`config.mk`:
```
export PLATFORM = sky130hd
export DESIGN_NAME = fetch_unit_flat
export DESIGN_NICKNAME = d
export VERILOG_FILES = /design/src/rtl/fetch_unit_if.sv /design/src/rtl/fetch_unit.sv /design/src/flat_wrapper.sv
export SDC_FILE = /design/constraint.sdc
export NUM_CORES = 1
export LEC_CHECK = 0
export BUFFER_PORTS_ARGS = -buffer_cell sky130_fd_sc_hd__clkbuf_2
export CAP_MARGIN = 10
export CORE_MARGIN = 4
export CORE_UTILIZATION = 38
export CTS_CLUSTER_SIZE = 8
export DETAILED_ROUTE_END_ITERATION = 10
export MAX_ROUTING_LAYER = met4
export REMOVE_ABC_BUFFERS = 1
export SLEW_MARGIN = 20
export SYNTH_ARGS = -nofsm -noshare
export SYNTH_HDL_FRONTEND = slang
export SYNTH_SLANG_ARGS = --single-unit
```
`constraint.sdc`:
```
create_clock -name clk -period 6.6 [get_ports clk]
set_clock_uncertainty 0.05 [all_clocks]
set_input_delay 1.32 -clock clk [delete_from_list [all_inputs] [get_ports clk]]
set_output_delay 1.32 -clock clk [all_outputs]
set_load 0.01 [all_outputs]
```
`src/rtl/fetch_unit_if.sv`:
```
`default_nettype none
// ============================================================================
//  Module      : fetch_unit_if
//  Description : Bundle of the fetch unit's memory-side (MMU) request/response
//                signals, the branch redirect inputs and the decode-side
//                instruction handshake.
//  Modports    : master - the fetch unit itself
//                slave  - the environment (MMU, branch unit, decode stage)
//  Revision    : 1.0 - initial release
// ============================================================================
interface fetch_unit_if;

   // MMU side
   logic        mmu_mem_ready;        // one-cycle pulse: data valid for presented address
   logic [31:0] mmu_data_out;         // fetched instruction word
   logic        mmu_read_enable;      // read request active
   logic [31:0] mmu_address;          // word-aligned fetch address
   logic        mmu_write_enable;     // tied low
   logic        mmu_mem_signed_read;  // tied low
   logic [1:0]  mmu_mem_data_width;   // always word width

   // Branch redirect
   logic        redirect_valid;       // taken branch/jump: flush and refetch
   logic [31:0] redirect_pc;          // new fetch address, bits [1:0] ignored

   // Decode handshake
   logic        id_ready;             // decode consumes the head entry
   logic        if_valid;             // head entry valid
   logic [31:0] if_ir;                // head instruction (NOP when invalid)
   logic [31:0] if_pc;                // head instruction address
   logic [31:0] if_pc_plus4;          // if_pc + 4

   modport master (
      input  mmu_mem_ready,
      input  mmu_data_out,
      output mmu_read_enable,
      output mmu_address,
      output mmu_write_enable,
      output mmu_mem_signed_read,
      output mmu_mem_data_width,
      input  redirect_valid,
      input  redirect_pc,
      input  id_ready,
      output if_valid,
      output if_ir,
      output if_pc,
      output if_pc_plus4
   );

   modport slave (
      output mmu_mem_ready,
      output mmu_data_out,
      input  mmu_read_enable,
      input  mmu_address,
      input  mmu_write_enable,
      input  mmu_mem_signed_read,
      input  mmu_mem_data_width,
      output redirect_valid,
      output redirect_pc,
      output id_ready,
      input  if_valid,
      input  if_ir,
      input  if_pc,
      input  if_pc_plus4
   );

endinterface
`default_nettype wire

```
`src/rtl/fetch_unit.sv`:
```
`default_nettype none
// ============================================================================
//  Module      : fetch_unit
//  Description : Instruction fetch stage. Issues word reads to the MMU, keeps
//                a small prefetch FIFO of {pc, instruction} and presents its
//                head to decode. Redirects flush the FIFO; a read that is
//                still outstanding when a redirect arrives is drained (its
//                address held until the MMU answers, the word discarded).
//  Ports       : clk      - single clock, rising edge
//                reset_n  - asynchronous active-low reset
//                bus      - fetch_unit_if.master (MMU, redirect, decode)
//  Parameters  : QUEUE_DEPTH - FIFO entries, power of two, >= 2
//                RESET_PC    - first fetch address after reset
//  Revision    : 1.0 - initial release
// ============================================================================
module fetch_unit #(
   parameter int          QUEUE_DEPTH = 2,
   parameter logic [31:0] RESET_PC    = 32'h0000_0000
) (
   input wire logic     clk,
   input wire logic     reset_n,
   fetch_unit_if.master bus
);

   localparam int               PTR_W        = $clog2(QUEUE_DEPTH);
   localparam int               CNT_W        = PTR_W + 1;
   localparam logic [CNT_W-1:0] c_full       = CNT_W'(QUEUE_DEPTH);
   localparam logic [31:0]      c_nop        = 32'h0000_0013;
   localparam logic [1:0]       c_width_word = 2'b10;

   typedef enum logic [1:0] {
      S_FETCH = 2'd0,   // request presented at fetch_pc
      S_IDLE  = 2'd1,   // queue full, no request
      S_DRAIN = 2'd2    // waiting out a request made before a redirect
   } state_t;

   state_t            state_q, state_d;
   logic [31:0]       fetch_pc_q, fetch_pc_d;
   logic [31:0]       stale_pc_q, stale_pc_d;
   logic [31:0]       addr_q, addr_d;
   logic              rd_en_q, rd_en_d;
   logic [CNT_W-1:0]  count_q, count_d;
   logic [PTR_W-1:0]  wr_ptr_q, wr_ptr_d;
   logic [PTR_W-1:0]  rd_ptr_q, rd_ptr_d;
   logic [31:0]       pc_mem_q [QUEUE_DEPTH];
   logic [31:0]       ir_mem_q [QUEUE_DEPTH];

   logic              push;
   logic              pop;
   logic [31:0]       redirect_tgt;
   logic              unused_redirect_lsbs;

   assign redirect_tgt         = {bus.redirect_pc[31:2], 2'b00};
   assign unused_redirect_lsbs = ^bus.redirect_pc[1:0];

   // Only a live (non-draining) request can deliver a word; a redirect
   // in the same cycle discards it.
   assign push = (state_q == S_FETCH) && bus.mmu_mem_ready && !bus.redirect_valid;
   assign pop  = (count_q != '0) && bus.id_ready && !bus.redirect_valid;

   // ---------------------------------------------------------------------
   // Queue bookkeeping
   // ---------------------------------------------------------------------
   always_comb begin
      count_d  = count_q;
      wr_ptr_d = wr_ptr_q;
      rd_ptr_d = rd_ptr_q;
      if (bus.redirect_valid) begin
         count_d  = '0;
         wr_ptr_d = '0;
         rd_ptr_d = '0;
      end else begin
         if (push) wr_ptr_d = wr_ptr_q + PTR_W'(1);
         if (pop)  rd_ptr_d = rd_ptr_q + PTR_W'(1);
         case ({push, pop})
            2'b10:   count_d = count_q + CNT_W'(1);
            2'b01:   count_d = count_q - CNT_W'(1);
            default: count_d = count_q;
         endcase
      end
   end

   // ---------------------------------------------------------------------
   // Request FSM next state
   // ---------------------------------------------------------------------
   always_comb begin
      state_d    = state_q;
      fetch_pc_d = fetch_pc_q;
      stale_pc_d = stale_pc_q;
      case (state_q)
         S_FETCH: begin
            if (bus.redirect_valid) begin
               fetch_pc_d = redirect_tgt;
               // Request still outstanding: keep presenting its address
               // until the MMU answers, then throw the word away.
               if (!bus.mmu_mem_ready) begin
                  stale_pc_d = fetch_pc_q;
                  state_d    = S_DRAIN;
               end
            end else if (bus.mmu_mem_ready) begin
               fetch_pc_d = fetch_pc_q + 32'd4;
               if (count_d == c_full) state_d = S_IDLE;
            end
         end
         S_IDLE: begin
            if (bus.redirect_valid) begin
               fetch_pc_d = redirect_tgt;
               state_d    = S_FETCH;
            end else if (count_q != c_full) begin
               state_d = S_FETCH;
            end
         end
         S_DRAIN: begin
            if (bus.redirect_valid) fetch_pc_d = redirect_tgt;
            // The stale answer ends the drain even if another redirect
            // arrives alongside it; the new target is already in fetch_pc.
            if (bus.mmu_mem_ready) state_d = S_FETCH;
         end
         default: state_d = S_FETCH;
      endcase

      rd_en_d = (state_d != S_IDLE);
      addr_d  = (state_d == S_DRAIN) ? stale_pc_d : fetch_pc_d;
   end

   // ---------------------------------------------------------------------
   // State registers (outputs registered alongside the FSM)
   // ---------------------------------------------------------------------
   always_ff @(posedge clk or negedge reset_n) begin
      if (!reset_n) begin
         state_q    <= S_FETCH;
         fetch_pc_q <= RESET_PC;
         stale_pc_q <= 32'h0;
         addr_q     <= RESET_PC;
         rd_en_q    <= 1'b1;
         count_q    <= '0;
         wr_ptr_q   <= '0;
         rd_ptr_q   <= '0;
      end else begin
         state_q    <= state_d;
         fetch_pc_q <= fetch_pc_d;
         stale_pc_q <= stale_pc_d;
         addr_q     <= addr_d;
         rd_en_q    <= rd_en_d;
         count_q    <= count_d;
         wr_ptr_q   <= wr_ptr_d;
         rd_ptr_q   <= rd_ptr_d;
      end
   end

   // Entry storage needs no reset: count gates visibility.
   always_ff @(posedge clk) begin
      if (push) begin
         pc_mem_q[wr_ptr_q] <= fetch_pc_q;
         ir_mem_q[wr_ptr_q] <= bus.mmu_data_out;
      end
   end

   // ---------------------------------------------------------------------
   // Outputs
   // ---------------------------------------------------------------------
   assign bus.mmu_read_enable     = rd_en_q;
   assign bus.mmu_address         = addr_q;
   assign bus.mmu_write_enable    = 1'b0;
   assign bus.mmu_mem_signed_read = 1'b0;
   assign bus.mmu_mem_data_width  = c_width_word;

   assign bus.if_valid    = (count_q != '0);
   assign bus.if_ir       = (count_q != '0) ? ir_mem_q[rd_ptr_q] : c_nop;
   assign bus.if_pc       = pc_mem_q[rd_ptr_q];
   assign bus.if_pc_plus4 = pc_mem_q[rd_ptr_q] + 32'd4;

endmodule
`default_nettype wire

```
`src/flat_wrapper.sv`:
```
// flat-port wrapper written by rule: the top's interface ports become plain ports
module fetch_unit_flat 
#(
   parameter int          QUEUE_DEPTH = 2,
   parameter logic [31:0] RESET_PC    = 32'h0000_0000
)
  (clk, reset_n, bus_mmu_mem_ready, bus_mmu_data_out, bus_mmu_read_enable, bus_mmu_address, bus_mmu_write_enable, bus_mmu_mem_signed_read, bus_mmu_mem_data_width, bus_redirect_valid, bus_redirect_pc, bus_id_ready, bus_if_valid, bus_if_ir, bus_if_pc, bus_if_pc_plus4);
  fetch_unit_if bus_i ();
  input wire logic clk;
  input wire logic reset_n;
  input wire logic [$bits(bus_i.mmu_mem_ready)-1:0] bus_mmu_mem_ready;
  input wire logic [$bits(bus_i.mmu_data_out)-1:0] bus_mmu_data_out;
  output wire logic [$bits(bus_i.mmu_read_enable)-1:0] bus_mmu_read_enable;
  output wire logic [$bits(bus_i.mmu_address)-1:0] bus_mmu_address;
  output wire logic [$bits(bus_i.mmu_write_enable)-1:0] bus_mmu_write_enable;
  output wire logic [$bits(bus_i.mmu_mem_signed_read)-1:0] bus_mmu_mem_signed_read;
  output wire logic [$bits(bus_i.mmu_mem_data_width)-1:0] bus_mmu_mem_data_width;
  input wire logic [$bits(bus_i.redirect_valid)-1:0] bus_redirect_valid;
  input wire logic [$bits(bus_i.redirect_pc)-1:0] bus_redirect_pc;
  input wire logic [$bits(bus_i.id_ready)-1:0] bus_id_ready;
  output wire logic [$bits(bus_i.if_valid)-1:0] bus_if_valid;
  output wire logic [$bits(bus_i.if_ir)-1:0] bus_if_ir;
  output wire logic [$bits(bus_i.if_pc)-1:0] bus_if_pc;
  output wire logic [$bits(bus_i.if_pc_plus4)-1:0] bus_if_pc_plus4;
  assign bus_i.mmu_mem_ready = bus_mmu_mem_ready;
  assign bus_i.mmu_data_out = bus_mmu_data_out;
  assign bus_mmu_read_enable = bus_i.mmu_read_enable;
  assign bus_mmu_address = bus_i.mmu_address;
  assign bus_mmu_write_enable = bus_i.mmu_write_enable;
  assign bus_mmu_mem_signed_read = bus_i.mmu_mem_signed_read;
  assign bus_mmu_mem_data_width = bus_i.mmu_mem_data_width;
  assign bus_i.redirect_valid = bus_redirect_valid;
  assign bus_i.redirect_pc = bus_redirect_pc;
  assign bus_i.id_ready = bus_id_ready;
  assign bus_if_valid = bus_i.if_valid;
  assign bus_if_ir = bus_i.if_ir;
  assign bus_if_pc = bus_i.if_pc;
  assign bus_if_pc_plus4 = bus_i.if_pc_plus4;
  fetch_unit #(.QUEUE_DEPTH(QUEUE_DEPTH), .RESET_PC(RESET_PC)) u_core (.clk(clk), .reset_n(reset_n), .bus(bus_i));
endmodule
```
# After elaboration in Yosys (flattened, before gate mapping)
# Memory sizes are Yosys's and may differ from the RTL's.
# Cells that the tools add are included.
dict set report totals {
  inputBits 69
  out_inout_bits 134
  mem_count 2
  ramBits 128
  regBits 103
}
dict set report classes {
  n_eq_ne 8
  n_addsub 6
  n_mux 25
  reduce_logical 10
}
# memory depth width read_ports rd_ports_with_merged_regs wr line_no
set memory_table {}
lappend memory_table {u_core.ir_mem_q 2 32 1 0 1 fetch_unit.sv:46} ;# logic [31:0] ir_mem_q [QUEUE_DEPTH];
lappend memory_table {u_core.pc_mem_q 2 32 1 0 1 fetch_unit.sv:45} ;# logic [31:0] pc_mem_q [QUEUE_DEPTH];
# cell n
set ops {}
lappend ops {{$mux 32} 8}
lappend ops {{$add 32x3->32 const B} 2}
lappend ops {{$pmux 32 s2} 1}
lappend ops {{$mux 2} 8}
lappend ops {{$eq 2x2->1 const B} 4}
lappend ops {{$mux 1} 6}
lappend ops {{$pmux 2 s3} 1}
lappend ops {{$reduce_bool 2->1} 3}
lappend ops {{$eq 2x1->1 const B} 2}
lappend ops {{$logic_and 1x1->1} 4}
lappend ops {{$pmux 2 s2} 1}
lappend ops {{$add 1x1->1 const B} 2}
lappend ops {{$add 2x1->2 const B} 1}
lappend ops {{$logic_not 2->1} 1}
lappend ops {{$ne 2x1->1 const B} 1}
lappend ops {{$ne 2x2->1 const B} 1}
lappend ops {{$reduce_or 2->1} 1}
lappend ops {{$sub 2x1->2 const B} 1}
lappend ops {{$logic_not 1->1} 1}

# Longest topological paths before layout
dict set report depth {
  ltp_word 13
  mapped_depth 14
}

# Least setup slack after synthesis
# No wires, ideal clock.
dict set report synth_timing {
  path_kind {input -> register}
  from {input bus_redirect_valid}
  to {memory u_core.ir_mem_q[0][0] (enable)}
  required_ps 6064
  slack_ps 1418
  path_buffers 2
  t_arrival_ps 4646
  stages 4
  path_cell_list {buf_2 > buf_2 > or2_2 > nor2_1}
}
dict set report synth_via {
  elab_chain_cells 4
}
# element line_no
set synth_rtl {}
lappend synth_rtl {{start: declaration} flat_wrapper.sv:18} ;# input wire logic [$bits(bus_i.redirect_valid)-1:0] bus_redirect_valid;
lappend synth_rtl {{$logic_not 1->1} fetch_unit.sv:58} ;# assign push = (state_q == S_FETCH) && bus.mmu_mem_ready && !bus.redirect_valid;
lappend synth_rtl {{$logic_and 1x1->1} fetch_unit.sv:58}
lappend synth_rtl {{$mux 1} fetch_unit.sv:153} ;# if (push) begin
lappend synth_rtl {{$mux 1 (implied by the code)} fetch_unit.sv:155} ;# ir_mem_q[wr_ptr_q] <= bus.mmu_data_out;
lappend synth_rtl {{end: declaration} fetch_unit.sv:46}
# Every way passes these cells.

# Final worst setup path
dict set report layout_timing {
  from {register u_core.rd_ptr_q}
  to {output bus_if_pc_plus4[25]}
}
dict set report layout_via {
  elab_chain_cells 2
}
# element line_no
set layout_rtl {}
lappend layout_rtl {{start: declaration} fetch_unit.sv:44} ;# logic [PTR_W-1:0] rd_ptr_q, rd_ptr_d;
lappend layout_rtl {{start signal: assignment} fetch_unit.sv:147} ;# rd_ptr_q <= rd_ptr_d;
lappend layout_rtl {{$mem_v2 2x32} n/a}
lappend layout_rtl {{$add 32x3->32} fetch_unit.sv:171} ;# assign bus.if_pc_plus4 = pc_mem_q[rd_ptr_q] + 32'd4;
lappend layout_rtl {{end: declaration} flat_wrapper.sv:24} ;# output wire logic [$bits(bus_i.if_pc_plus4)-1:0] bus_if_pc_plus4;
# Every way passes these cells.

==> metrics.md <==
| Metric | Value |
|---|---|
| Run status | `completed` |
| Total congestion overflow after global routing | `0` |
| Endpoints failing hold | `0` |
| Slew HR | `40.66%` |
| Number of buffers created by CTS | `34` |
| Die W | `~180 um` |
| Antenna Violating Nets Remaining | `0` |
| Clock latency reported for the late side of the worst-skew pair | `0.49 ns` |
| Share of the clock period used by the worst path after layout | `78.03%` |
| Worst VDD drop | `0.1566 mV` |
| Post-layout nets | `between 1000 and 1500` |
| Number of placed I/O pins | `just over 200` |
| Number of sinks handled by clock tree synthesis | `231` |
| Proportion of netlist area held by the largest area contributor | `35.60%` |
| Placed cells | `1387` |
| Number of detailed-route iterations in the first pass | `5` |
| Post-route cell area | `0.01306 mm^2` |
| Num rows | `61` |
| Slew at the pin with the worst max-slew slack | `0.8901 ns` |
| Mapped cell area | `0.01080 mm^2` |
| Max frequency | `0.1942 GHz` |
| CTS tree | `done` |
| Post-Syn Area per Cell | `12.67 um^2` |
| Critical path endpoint category | `output pin` |
| Shortest period the worst path allows | `5.150 ns` |
| Via Count | `about 7300` |
| Maximum level of the CTS H-tree | `2` |
| Crit-path max FO | `42` |
| Antenna violations before repair | `2` |
| Clock root cell | `sky130_fd_sc_hd__clkbuf_16` |
| Flops & latches, synth | `231` |
| Number of enable flip-flop cells after synthesis | `~130` |
| Synth Instances | `852` |
| Maximum number of pins on one net before global-route repair | `65` |
| Wire length per cell | `around 18 um` |
| Final total negative setup slack | `0 ns` |
| Area delta synth->final | `20.92%` |
| Final RePlAce weighted congestion | `~0.86` |
| Most frequent cells in the layout | `sky130_fd_sc_hd__clkbuf_2, sky130_fd_sc_hd__edfxtp_1, sky130_fd_sc_hd__dfrtp_1, sky130_fd_sc_hd__mux2_2, sky130_fd_sc_hd__nor2_1` |
| Hold slack | `about 0.43 ns` |
| Kind of critical path | `flop to output pin` |
| Instance area at placement | `approximately 0.012 mm^2` |
| Most used flip-flop cell after synthesis | `sky130_fd_sc_hd__edfxtp_1` |
| Quantity of gates resized following cts | `0` |
| Vias per inst | `around 5` |
| Die Y-Extent | `176.6 um` |
| Global-route total usage across every layer | `approximately 17%` |
| Buffer depth of the longest clock path | `3` |
| RSZ-0062 raised after global routing | `false` |
| Most common cell after layout, fill and taps aside | `sky130_fd_sc_hd__clkbuf_2` |
| CP required | `between 5 and 6 ns` |
| Arrival @ worst endpoint | `3.78 ns` |
| Vias in the first global route | `~7300` |
| Global-route wire length before repair | `around 41 mm` |
| Number of buffers inserted to repair setup after CTS | `0` |
| Leading cell types by total area after synthesis | `sky130_fd_sc_hd__edfxtp_1, sky130_fd_sc_hd__dfrtp_1, sky130_fd_sc_hd__mux2_2` |
| Post-route core utilization | `approximately 47%` |
| DRC violations left | `0` |
| Initial standard-cell utilization of the core | `roughly 39%` |
| Total die area | `0.03117 mm^2` |
| Ys Warns | `0` |
| Final standard cell count with taps included and fillers excluded | `approximately 1400` |
| Startpoint types | `flop` |
| Post-detailed-placement half-perimeter wirelength | `18.11 mm` |
| Number of maximum-capacitance violations | `0` |
| Leak | `5.386 nW` |
| Core Box Area | `around 0.028 mm^2` |
| Post-synth top area cell | `sky130_fd_sc_hd__edfxtp_1` |
| # port buffers | `196` |
| Areal power density over the cells | `421.9 mW/mm^2` |
| Fraction of the yosys area taken by sequential cells | `59.49%` |
| Worst min path class | `flop to flop` |
| Number of different library cells in the post-synthesis netlist | `73` |
| Max-slew violation count | `0` |
| Final count of negative-setup-slack endpoints | `0` |
| CTS hold repair buffers | `0` |
| Initial detailed-routing violation count | `387` |
| Clock-pin slew on the worst setup and hold paths | `0.05 ns` |
| Share of async-settable or async-resettable flops after synthesis | `44.59%` |
| Ratio of cells with drive above 1 in the final layout | `32.55%` |
| Wire length reported by the detailed router | `26.35 mm` |
==> area by class of cell <==
type | instances | area (um^2)
Clock buffer | 53 | 943.4
Fill cell | 2562 | 14880
Sequential cell | 231 | 6426
Multi-Input combinational cell | 549 | 4046
Antenna cell | 2 | 5.005
Inverter | 21 | 78.83
Clock inverter | 1 | 8.758
Tap cell | 378 | 473.0
Timing Repair Buffer | 208 | 1074
==> Yosys cell counts (7+ instances only) <==
cell type,instances
sky130_fd_sc_hd__a21o_1,8
sky130_fd_sc_hd__a21oi_1,31
sky130_fd_sc_hd__a221o_1,15
sky130_fd_sc_hd__and3_1,11
sky130_fd_sc_hd__buf_2,21
sky130_fd_sc_hd__clkbuf_1,22
sky130_fd_sc_hd__dfrtp_1,102
sky130_fd_sc_hd__edfxtp_1,128
sky130_fd_sc_hd__ha_1,7
sky130_fd_sc_hd__inv_1,21
sky130_fd_sc_hd__mux2_2,83
sky130_fd_sc_hd__mux2i_1,54
sky130_fd_sc_hd__nand2_1,40
sky130_fd_sc_hd__nand2b_1,9
sky130_fd_sc_hd__nand3_1,25
sky130_fd_sc_hd__nor2_1,68
sky130_fd_sc_hd__nor2b_1,28
sky130_fd_sc_hd__nor3_1,12
sky130_fd_sc_hd__o21ai_0,24
sky130_fd_sc_hd__xnor2_1,19
sky130_fd_sc_hd__xor2_1,14
==> critical path, stage by stage, from the launching register on <==
cell and delay [ns]:
sky130_fd_sc_hd__dfrtp_4 0.84, sky130_fd_sc_hd__buf_4 0.57, sky130_fd_sc_hd__mux2_2 0.30, sky130_fd_sc_hd__a21bo_2 0.27, sky130_fd_sc_hd__or3_1 0.45, sky130_fd_sc_hd__or2_4 0.31, sky130_fd_sc_hd__nor3b_2 0.20, sky130_fd_sc_hd__xor2_1 0.16
sky130_fd_sc_hd__clkbuf_2 0.15
==> through the flow <==
step	power [mW]	setup slack, ns
2_1_floorplan	3.312	1.140
3_3_place_gp	3.976	1.918
3_5_place_dp	4.006	1.897
4_1_cts	5.595	1.395
5_1_grt	5.851	1.227
6_report	5.509	1.450
==> final timing paths <==
kind,slack (ns),from,depth (start not counted),to
worst max-delay path,1.45,u_core.rd_ptr_q,8,bus_if_pc_plus4[25]
worst min-delay path,0.43,u_core.stale_pc_q[4],2,u_core.stale_pc_q[4]
worst max register to register,2.26,u_core.state_q[0],11,u_core.bus.mmu_address[30]
worst min register to register,0.43,u_core.stale_pc_q[4],2,u_core.stale_pc_q[4]
max in group asynchronous,4.59,reset_n,2,u_core.bus.mmu_read_enable
min in group asynchronous,0.85,reset_n,1,u_core.bus.mmu_address[30]
==> logic make-up after synthesis <==
group	count (synthesis)	share of synthesized area [%]
DFF	231	59.49
adders and majority gates	7	0.8112
xor gates and xnor gates	33	2.677
AOI/OAI and AO/OA	125	8.043
buffers and inverters	74	3.268
other	2	0.06956
muxes	138	13.77
and+or+nand+nor	242	11.88
==> sequential cells by signal, summed over array words and instances (netlist names), 2 cells and up <==
signal and cells:
u_core.pc_mem_q 64, u_core.count_q 2, u_core.state_q 2, u_core.stale_pc_q 32
u_core.ir_mem_q 64, u_core.fetch_pc_q 32, u_core.bus.mmu_address 32
==> per-layer routing <==
metal | wire length, um | up-vias | GRT usage, %
li1 | - | 3514 | -
met1 | 11480 | 3513 | 22.14
met5 | 0 | - | -
met4 | 574 | 0 | 5.803
met2 | 12170 | 230 | 26.06
met3 | 2120 | 46 | 4.540
==> where the power goes <==
| part | internal (mW) | total [mW] | switching [mW] | leakage, nW |
|---|---|---|---|---|
| Combinational | 0.751 | 1.69 | 0.935 | 2.47 |
| Sequential | 1.95 | 2.28 | 0.329 | 2.46 |
| Clock | 0.968 | 1.54 | 0.573 | 0.457 |
Note: power is estimated with default switching activity, not from simulation.
